<file path="config.mk">
export PLATFORM = sky130hd
export DESIGN_NAME = opbomp_frame_loader
export DESIGN_NICKNAME = d
export VERILOG_FILES = /design/src/rtl/opbomp_frame_loader.sv
export SDC_FILE = /design/constraint.sdc
export NUM_CORES = 1
export LEC_CHECK = 0
export ABC_CLOCK_PERIOD_IN_PS = 2650
export BUFFER_PORTS_ARGS = -buffer_cell sky130_fd_sc_hd__buf_2
export CAP_MARGIN = 5
export CORE_UTILIZATION = 57
export DETAILED_ROUTE_END_ITERATION = 8
export GPL_TIMING_DRIVEN = 0
export HOLD_SLACK_MARGIN = 0.1
export MAX_ROUTING_LAYER = met4
export PLACE_DENSITY_LB_ADDON = 0.1
export SYNTH_ARGS = -nofsm -noshare
export SYNTH_HDL_FRONTEND = slang
export SYNTH_SLANG_ARGS = --single-unit
</file>
<file path="constraint.sdc">
create_clock -name clk -period 2.65 [get_ports clk]
set_input_delay 0.265 -clock clk [delete_from_list [all_inputs] [get_ports clk]]
set_output_delay 0.265 -clock clk [all_outputs]
set_load 0.01 [all_outputs]
</file>
<file path="src/rtl/opbomp_frame_loader.sv">
// Packs N_SAMPLES beats into x; frame is presented 1 cycle after its last beat and held while x_ready=0.
// Backpressure stalls only the final beat of a frame while x is still occupied; s_last checks drive resync via DROP.
module opbomp_frame_loader #(
  parameter int SAMPLE_W  = 16,
  parameter int N_SAMPLES = 24,
  parameter int CNT_W     = 16
) (
  input  logic                            clk,
  input  logic                            rst_n,
  input  logic [SAMPLE_W-1:0]             s_data,
  input  logic                            s_valid,
  input  logic                            s_last,
  output logic                            s_ready,
  output logic [SAMPLE_W*N_SAMPLES-1:0]   x,
  output logic                            x_valid,
  input  logic                            x_ready,
  output logic                            frame_err,
  output logic [CNT_W-1:0]                frame_cnt
);
  localparam int X_W   = SAMPLE_W * N_SAMPLES;
  localparam int IDX_W = (N_SAMPLES > 1) ? $clog2(N_SAMPLES) : 1;
  localparam logic [IDX_W-1:0] LAST_IDX = IDX_W'(N_SAMPLES - 1);

  typedef enum logic {FILL, DROP} state_t;

  state_t              state_q, state_d;
  logic [IDX_W-1:0]    idx_q, idx_d;
  logic [SAMPLE_W-1:0] fill_q [N_SAMPLES];
  logic [X_W-1:0]      frame_new;
  logic                last_slot, accept, fill_wr, frame_done, err_d;

  assign last_slot = (idx_q == LAST_IDX);
  // Only the final beat waits on the output register; earlier beats land in the fill register.
  assign s_ready   = rst_n && !(state_q == FILL && last_slot && x_valid && !x_ready);
  assign accept    = s_valid && s_ready;

  always_comb begin
    frame_new = '0;
    for (int k = 0; k < N_SAMPLES - 1; k++) begin
      frame_new[k*SAMPLE_W +: SAMPLE_W] = fill_q[k];
    end
    frame_new[(N_SAMPLES-1)*SAMPLE_W +: SAMPLE_W] = s_data;
  end

  always_comb begin
    state_d    = state_q;
    idx_d      = idx_q;
    fill_wr    = 1'b0;
    frame_done = 1'b0;
    err_d      = 1'b0;
    if (accept) begin
      case (state_q)
        FILL: begin
          if (!last_slot) begin
            if (s_last) begin
              err_d = 1'b1;
              idx_d = '0;
            end else begin
              fill_wr = 1'b1;
              idx_d   = idx_q + 1'b1;
            end
          end else begin
            idx_d = '0;
            if (s_last) begin
              frame_done = 1'b1;
            end else begin
              err_d   = 1'b1;
              state_d = DROP;
            end
          end
        end
        DROP: begin
          if (s_last) state_d = FILL;
        end
        default: state_d = FILL;
      endcase
    end
  end

  always_ff @(posedge clk or negedge rst_n) begin
    if (!rst_n) begin
      state_q   <= FILL;
      idx_q     <= '0;
      frame_err <= 1'b0;
    end else begin
      state_q   <= state_d;
      idx_q     <= idx_d;
      frame_err <= err_d;
    end
  end

  always_ff @(posedge clk or negedge rst_n) begin
    if (!rst_n) begin
      for (int k = 0; k < N_SAMPLES; k++) fill_q[k] <= '0;
    end else if (fill_wr) begin
      fill_q[idx_q] <= s_data;
    end
  end

  // frame_done can only fire when x is free or being consumed, so a held x is never overwritten.
  always_ff @(posedge clk or negedge rst_n) begin
    if (!rst_n) begin
      x         <= '0;
      x_valid   <= 1'b0;
      frame_cnt <= '0;
    end else if (frame_done) begin
      x         <= frame_new;
      x_valid   <= 1'b1;
      frame_cnt <= frame_cnt + 1'b1;
    end else if (x_valid && x_ready) begin
      x_valid   <= 1'b0;
    end
  end

endmodule
</file>
# --- Yosys cells after proc, flatten, opt, wreduce, memory -nomap -nowiden ---
# Cells that the tools add are included.
word_totals:
  regBits: 792
  in_bits: 21
  elab_cells: 68
op_classes:
  eq_ne: 1
  n_bitwise: 2
  add_sub_neg: 2
  n_mux: 20
  reduce_logical: 11
  n_lt_le_gt_ge: 2
ops:
  columns: ["cell", "n"]
  rows:
  - ["$bwmux 384", 1]
  - ["$demux 16 s5", 1]
  - ["$add 16x1->16 const B", 1]
  - ["$mux 16", 1]
  - ["$mux 1", 14]
  - ["$mux 5", 2]
  - ["$logic_and 1x1->1", 7]
  - ["$ge 6x6->1 const B", 1]
  - ["$lt 6x1->1 const B", 1]
  - ["$not 5->6", 1]
  - ["$add 5x1->5 const B", 1]
  - ["$eq 5x5->1 const B", 1]
  - ["$logic_not 1->1", 2]
  - ["$pmux 1 s2", 1]
  - ["$reduce_and 2->1", 1]
  - ["$reduce_bool 2->1", 1]
  - ["$not 1->1", 1]

# --- Logic depth before layout (Yosys ltp) ---
# Gate-level depths: netlist of run 1.
logic_depth:
  word_depth: 9
  depth_mapped: 11
  depth_no_buf: 7

# --- Least setup slack after synthesis of run 1 ---
# OpenSTA, ideal clock, no wires.
synth_path:
  path_kind: "register to register"
  startpoint: "reg idx_q[0]"
  endpoint: "reg fill_q[373] (netlist bit)"
  synth_period_minus_slack_ns: 2.320
  setup_ns: 0.125
  arrival_time_ns: 2.196
  required_ns: 2.525
  path_stages_with_launch: 11
  slack_ns: 0.330
  path_cell_list: "dfrtp_1 -> ha_1 -> and4b_1 -> buf_2 -> inv_1 -> ha_1 -> and3_1 -> buf_4 -> nand2_2 -> buf_4 -> mux2_2"
synth_via:
  elab_chain_cells: 8
  word_cells_on_any_way: 17
  cone_classes: "order compare (2); eq/ne (1); mux (6); bitwise (1); reduce/logical (7)"
synth_lines:
  columns: ["item", "line", "rtl"]
  rows:
  - ["start, declared", "27", "logic [IDX_W-1:0] idx_q, idx_d;"]
  - ["start signal, assigned", "87", "idx_q <= idx_d;"]
  - ["parallel branches: the longest is 8 deep, another holds $ge 6x6->1", null, null]
  - ["end signal, assigned by index", "96", "fill_q[idx_q] <= s_data;"]
  - ["end, declared", "28", "logic [SAMPLE_W-1:0] fill_q [N_SAMPLES];"]
# Several ways; the timed one is not identified.
# A chain may end at the register's enable or synchronous reset.

# --- Worst setup path in the final report of run 1 ---
layout_path:
  startpoint: "in rst_n"
  endpoint: "reg fill_q[358] (netlist bit)"
layout_via:
  elab_chain_cells: 3
layout_lines:
  columns: ["item", "line", "rtl"]
  rows:
  - ["start, declared", "9", "input logic rst_n,"]
  - ["$logic_and 1x1->1", "34", "assign s_ready = rst_n && !(state_q == FILL && last_slot && x_valid && !x_ready);"]
  - ["$logic_and 1x1->1", "35", "assign accept = s_valid && s_ready;"]
  - ["$mux 1", "51", "if (accept) begin"]
# Every way passes these cells.

==> results of run 1 <==
## tightest hold or removal path: cells and delay by family
family | cells | cell delay (ns)
buf+inv | 4 | 1.15
## layout by cell type, fill, tap and decap left out, types with 2 or more instances in the layout
cell type,count
a21oi_1,2
and3_1,4
buf_16,15
buf_2,494
buf_4,21
buf_6,12
buf_8,2
bufinv_16,2
clkbuf_1,56
clkbuf_16,82
clkbuf_2,6
clkbuf_4,3
clkbuf_8,12
clkinv_2,12
clkinvlp_4,2
dfrtp_1,774
dfrtp_2,2
dlygate4sd3_1,25
ha_1,6
inv_1,10
mux2_1,12
mux2_2,356
nand2_1,1167
nand2_2,7
nand2_4,16
nand3_1,5
nand3b_1,2
nand4_1,2
nor2_1,5
nor3_1,5
nor3b_2,3
nor4_1,4
nor4_2,2
o21ai_0,8
xnor2_1,5
xor2_1,10
## kinds of logic after synthesis
group / after synthesis / share of synthesized area [%]
and+or+nand+nor: 1231 / 16.3
DFF: 776 / 65.7
muxes: 368 / 14.0
buffers and inverters: 159 / 2.73
AOI/OAI and AO/OA: 16 / 0.390
xor gates and xnor gates: 15 / 0.445
adders and majority gates: 8 / 0.339
## how the worst min path moves through the flow
| stage | from | end | slack [ns] | cells past startpoint |
|---|---|---|---|---|
| floorplan | rst_n | fill_q[100] | -0.03 | 0 |
| detailed placement | rst_n | x[76] | 0.20 | 1 |
| global placement | fill_q[65] | x[305] | 0.44 | 2 |
| CTS | rst_n | x[76] | -0.42 | 2 |
| global route | rst_n | x[70] | 0.44 | 4 |
| finish | rst_n | x[75] | 0.38 | 4 |
## repair_timing
action,4_1_cts,5_1_grt
hold buffers,22,11
setup buffers,1,0
endpoints found under the setup margin,429,614
hold endpoints to repair,383,171
resized for setup,20,34
cloned,0,1
## metrics by stage
step	cells	area, um2	setup TNS (ns)
2_1_floorplan	2573	29500	0
3_3_place_gp	3676	32500	-
3_5_place_dp	3683	32700	-439.94
4_1_cts	3838	35400	-0.00196
5_1_grt	3850	35800	0
6_report	3850	35800	0
## cell type report
class                           count  area share (%)
Clock buffer                      115            6.35
Antenna cell                        1         0.00699
Tap cell                          680            2.38
Inverter                           10           0.105
Sequential cell                   776            54.2
Multi-Input combinational cell   1638            26.3
Buffer                            148            2.35
Clock inverter                     17           0.402
Timing Repair Buffer              465            7.88
## registers in the layout, summed over array words and instances, names as in the netlist
register,count
frame_cnt,16
fill_q,368
state_q,1
x,384
x_valid,1
frame_err,1
idx_q,5
## report_power, final
group          total [mW]  internal, mW  switching [mW]
Sequential           13.0          12.6           0.399
Clock                10.6          6.11            4.46
Combinational        1.42         0.700           0.721
## layer usage
metal | vias up | GRT usage [%] | share of wire, %
met1 | 10367 | 39.8 | 41
met5 | - | - | 0
met2 | 585 | 48.3 | 48
met3 | 167 | 7.06 | 6.7
met4 | 0 | 13.1 | 4.1
li1 | 9291 | - | -
==> results.json, run 1 <==
{
  "finalPower_mw": 25.0,
  "end_kind": "flip-flop",
  "wl_per_cell_um": 20.6,
  "grt_usage_pct": 31.2,
  "ys_types": 40,
  "fin_util_pct": 69.8,
  "grt_pass1_vias": 20597,
  "clkLatencyLatePin_ns": 0.61,
  "max_freq_mhz": 395,
  "place_hpwl_um": 53000,
  "ys_ff_latch": 776,
  "critPathTopFamily": "buffers and inverters",
  "cp-start-kind": "input port",
  "gp_congestion": 0.881,
  "cp_num_buf_inv": 8,
  "clkSinkCount": 776,
  "drv_slew": 0,
  "hold_viol": 0,
  "drive_above_1_share_pct": 33.4,
  "arrival_ns": 3.02,
  "numCtsBuffers": 77,
  "cts_tree": "yes",
  "coreArea_um2": 51300,
  "start_util_pct": 57.6,
  "required_ns": 3.14,
  "reg2reg_from": "idx_q[0]",
  "path_cells": "dlygate4sd3_1 -> buf_8 -> buf_16 -> buf_16 -> buf_16 -> buf_16 -> and3b_2 -> and3_1 -> buf_4 -> nand2_2 -> buf_6 -> mux2_2",
  "path_clk_slew_ns": 0.06,
  "root_buffer": "clkbuf_16",
  "cp.depth": 12,
  "reg2reg_to": "fill_q[358]",
  "status": "completed",
  "syn_inst": 2573,
  "die_y_um": 230,
  "rsz0062_at_grt": "no",
  "viasPerCell": 5.30,
  "cp_slowest_cell": "dlygate4sd3_1",
  "syn_area_per_cell_um2": 11.5,
  "synth_top_area_share_pct": 65.7,
  "drc": 0,
  "syn-cell-area_um2": 29500,
  "worst_r2r_path_depth": 10,
  "ys.warnings.count": 0,
  "synth.area.top_cells": "dfrtp_1 (66%), nand2_1 (15%), mux2_2 (14%)",
  "pin_count": 424,
  "dieArea_um2": 52700,
  "dr.pass1.iters": 7,
  "path_common_cell": "buf_16",
  "seq_area_frac_synth_pct": 65.7,
  "clock-skew-final_ns": 0.0146,
  "synth.most_common_cell": "nand2_1",
  "synth_edf_count": 0,
  "syn_to_final_growth_pct": 21.2,
  "multi_input_comb_area_um2": 9410,
  "antenna_found_initial": 1,
  "cts_max_level": 3,
  "gr-total-overflow": 0,
  "fin_ws_ns": 0.118,
  "rows": 83,
  "synthFlopType": "dfrtp_1",
  "path_max_fanout": 26,
  "yosysTopAreaCell": "dfrtp_1",
  "ir_worst_vdd_v": 0.000524,
  "leakagePower_nw": 21.0,
  "setup_viol": 0,
  "worst_pin_slew_ns": 1.19,
  "nets": 3145,
  "cp-startpoint": "rst_n",
  "whs_ns": 0.377,
  "slowest_delay_ns": 0.56,
  "critPathKind": "in2reg",
  "synth_fp_nets": 2602,
  "hold_class": "in2async",
  "io_buffers": 423,
  "grt_pass1_wl_um": 120000,
  "seq_area_um2": 19400,
  "vias": 20410,
  "dp_slack_ns": -0.836,
  "async_flop_share_pct": 100,
  "slew_headroom_pct": 20.6,
  "maxCapViolations": 0,
  "min_period_over_period_pct": 95.6,
  "antenna_left": 0,
  "grt_start_max_net_pins": 130,
  "crit_path_end": "fill_q[358]",
  "drt_wl_total_um": 79300,
  "die_w_um": 230,
  "cts.path.max_buffers": 3,
  "r2r_slack_ns": 0.12,
  "nFillCells": 3796,
  "drtIter0Drc": 1522,
  "powerDensity_nw_per_um2": 698,
  "fin_crit_ns": 2.53,
  "synth_common_cells": "nand2_1 (1167), dfrtp_1 (776), mux2_2 (356), buf_2 (81), clkbuf_1 (39)"
}
Power figures use the tool's default switching activity.
==> run 2, diff against run 1 <==
--- a/config.mk
+++ b/config.mk
@@ -5,10 +5,11 @@
 export SDC_FILE = /design/constraint.sdc
 export NUM_CORES = 1
 export LEC_CHECK = 0
+export ABC_AREA = 1
 export ABC_CLOCK_PERIOD_IN_PS = 2650
 export BUFFER_PORTS_ARGS = -buffer_cell sky130_fd_sc_hd__buf_2
 export CAP_MARGIN = 5
-export CORE_UTILIZATION = 57
+export CORE_UTILIZATION = 58
 export DETAILED_ROUTE_END_ITERATION = 8
 export GPL_TIMING_DRIVEN = 0
 export HOLD_SLACK_MARGIN = 0.1
==> run 2 against run 1 <==
Core utilization is 0.51 points higher. Via count is 35% higher. First-iteration DRC count is 64% higher. Die area is 12% higher. Combinational power is 80% higher. Largest cell class unchanged. Highest routed layer unchanged.
==> results.json, run 2 <==
{
  "seq_area_frac_synth_pct": 57.7,
  "p_comb_share_pct": 9.4,
  "p_seq_share_pct": 49.2,
  "cp-start-kind": "flip-flop",
  "layoutNonFillerInstCount": 5234,
  "p_sw_mw": 6.84,
  "fin_crit_ns": 2.51,
  "die_y_um": 243,
  "viasPerCell": 5.27,
  "cp_num_buf_inv": 7,
  "min_period_over_period_pct": 94.7,
  "stdcell_area_um2": 39900,
  "placed_cell_area_um2": 36900,
  "clock-skew-final_ns": 0.0194,
  "syn_inst": 3886,
  "antenna_left": 0,
  "syn_area_per_cell_um2": 8.65,
  "gp_congestion": 0.926,
  "max_freq_mhz": 398,
  "ys_ff_latch": 776,
  "arrival_ns": 3.07,
  "hold_viol": 0,
  "dp_cells": 5072,
  "io_buffers": 423,
  "powerDensity_nw_per_um2": 680,
  "cts_tree": "yes",
  "synthFlopType": "dfrtp_1",
  "whs_ns": 0.189,
  "vias": 27576,
  "path_cells": "ha_1 -> clkbuf_4 -> nand2_1 -> nor2_4 -> inv_1 -> ha_1 -> inv_1 -> nor2_2 -> inv_1 -> nor2_4 -> buf_12 -> buf_4 -> buf_2 -> nand3_1 -> nand2_1",
  "path_common_cell": "inv_1",
  "root_buffer": "clkbuf_16",
  "synth_fp_nets": 3915,
  "top_register": "x",
  "numCtsBuffers": 79,
  "use_met3_pct": 5.15,
  "ir_worst_vdd_v": 0.000490,
  "ys.warnings.count": 0,
  "die_w_um": 243,
  "p_clk_share_pct": 41.4,
  "path_max_fanout": 10,
  "hold_class": "in2async",
  "drc": 0,
  "clkLatencyLatePin_ns": 0.63,
  "path_clk_slew_ns": 0.06,
  "layout_commonest_cell": "nand2_1",
  "clkSinkCount": 776,
  "maxCapViolations": 0,
  "drv_slew": 0,
  "largest_register_ffs": 384,
  "grt_usage_pct": 34.8,
  "end_kind": "flip-flop",
  "grt_pass1_wl_um": 154000,
  "ys_types": 24,
  "r2r_slack_ns": 0.14,
  "sw_frac_of_total_pct": 25.2,
  "grt_start_max_net_pins": 121,
  "drt_wl_total_um": 98400,
  "busiest_layer": "met2",
  "rows": 87,
  "dr.pass1.iters": 5,
  "critPathKind": "reg2reg",
  "rsz0062_at_grt": "yes",
  "cts_max_level": 3,
  "async_flop_share_pct": 100,
  "critPathTopFamily": "buffers and inverters",
  "cts.path.max_buffers": 3,
  "grt_pass1_vias": 26864,
  "drtIter0Drc": 2496,
  "reg2reg_to": "fill_q[378]",
  "setup_viol": 0,
  "slew_headroom_pct": 17.4,
  "pin_count": 424,
  "finalPower_mw": 27.2,
  "synth_top_area_share_pct": 57.7,
  "cp-startpoint": "idx_q[0]",
  "synth.area.top_cells": "dfrtp_1 (58%), nand2_1 (18%), o21bai_1 (8.2%)",
  "worst_pin_slew_ns": 1.24,
  "syn_to_final_growth_pct": 18.8,
  "met1_usage_pct": 46.5,
  "seq_area_um2": 19400,
  "leakagePower_nw": 22.4,
  "synth_edf_count": 0,
  "gr-total-overflow": 0,
  "wl_per_cell_um": 18.8,
  "drive_above_1_share_pct": 17.0,
  "grt_util_met2_pct": 53.4,
  "synth_common_cells": "nand2_1 (1609), dfrtp_1 (776), inv_1 (420), nand3_1 (384), o21bai_1 (368)",
  "start_util_pct": 59.2,
  "intPower_mw": 20.3,
  "slowest_delay_ns": 0.42,
  "multi_input_comb_area_um2": 11200,
  "largestRegisters": "x: 384 flops, fill_q: 368 flops, frame_cnt: 16 flops",
  "cp_slowest_cell": "dfrtp_1",
  "antenna_found_initial": 1,
  "place_hpwl_um": 65600,
  "status": "completed",
  "coreArea_um2": 56800,
  "worst_r2r_path_depth": 15,
  "reg2reg_from": "idx_q[0]",
  "nets": 4452,
  "final_cell_mix": "nand2_1 (1609), dfrtp_1 (776), buf_2 (517)",
  "nFillCells": 4497,
  "dieArea_um2": 58900,
  "required_ns": 3.21,
  "syn-cell-area_um2": 33600,
  "synth.most_common_cell": "nand2_1",
  "yosysTopAreaCell": "dfrtp_1"
}
## run 2: cell types whose count changed in the layout (fill, tap and decap cells not counted), sizes merged, moves of 5 or more
cell,delta
clkbuf,+36
inv,+413
nand2,+425
o21bai,+368
nor2,+27
buf,+61
mux2,-368
nor4,-6
dlygate4sd3,-5
nand3,+380
## run 2: worst max-delay path by stage
stage / to / slack, ns / depth (start not counted)
global placement: fill_q[213] / -15.60 / 6
detailed placement: fill_q[341] / -0.18 / 13
floorplan: fill_q[299] / 0.57 / 14
global route: x[353] / -0.02 / 12
finish: fill_q[378] / 0.14 / 15
CTS: fill_q[104] / -0.03 / 15
## run 2: cells by family (layout without fill, tap and decap cells)
| family | count (synthesis) | count (layout) | synth area share, % |
|---|---|---|---|
| flops | 776 | 776 | 57.7 |
| xor+xnor | 10 | 10 | 0.260 |
| other cells | 0 | 2 | 0 |
| fa+ha+maj | 8 | 8 | 0.298 |
| simple gates | 2038 | 2038 | 24.4 |
| buf+inv | 673 | 1263 | 8.86 |
| compound gates | 381 | 381 | 8.42 |
## run 2: final cells by class
| cell class | count | share of cell area (%) |
|---|---|---|
| clock inverter | 20 | 0.539 |
| tap | 756 | 2.37 |
| sequential | 776 | 48.6 |
| timing repair buffer | 459 | 6.62 |
| multi-input combinational | 2437 | 28.1 |
| antenna | 2 | 0.0125 |
| inverter | 423 | 3.97 |
| buffer | 247 | 3.82 |
| clock buffer | 114 | 5.92 |
## run 2: through the flow
stage	util, %	TNS, ns	worst slack, ns
after floorplan	-	0	0.573
after global placement	64.6	-	-15.60
after detailed placement	64.9	-3.27	-0.176
after CTS	69.9	-0.167	-0.0260
after global routing	70.3	-0.142	-0.0161
final	70.3	0	0.140
## run 2: what timing repair did
| item | CTS | global route |
|---|---|---|
| endpoints found under the setup margin | 230 | 700 |
| gates cloned | 0 | 1 |
| endpoints found under the hold margin | 192 | 0 |
| buffers inserted | 2 | 6 |
| gates resized for setup | 10 | 73 |
| pin swaps | 1 | 2 |
| hold buffers | 20 | 0 |
## run 2: power by group through the flow
stage | Clock [mW] | Sequential, mW | Combinational [mW]
after global routing | 11.8 | 13.5 | 2.89
final | 11.2 | 13.4 | 2.56
after floorplan | 0 | 13.4 | 1.61
after global placement | 0 | 13.5 | 2.37
after CTS | 11.3 | 13.4 | 2.54
after detailed placement | 0 | 13.6 | 2.47
## run 2: per-layer routing
layer	wire length, um	up-vias
li1	-	13037
met5	0	-
met2	45900	1009
met4	4250	0
met3	6960	228
met1	41200	13302
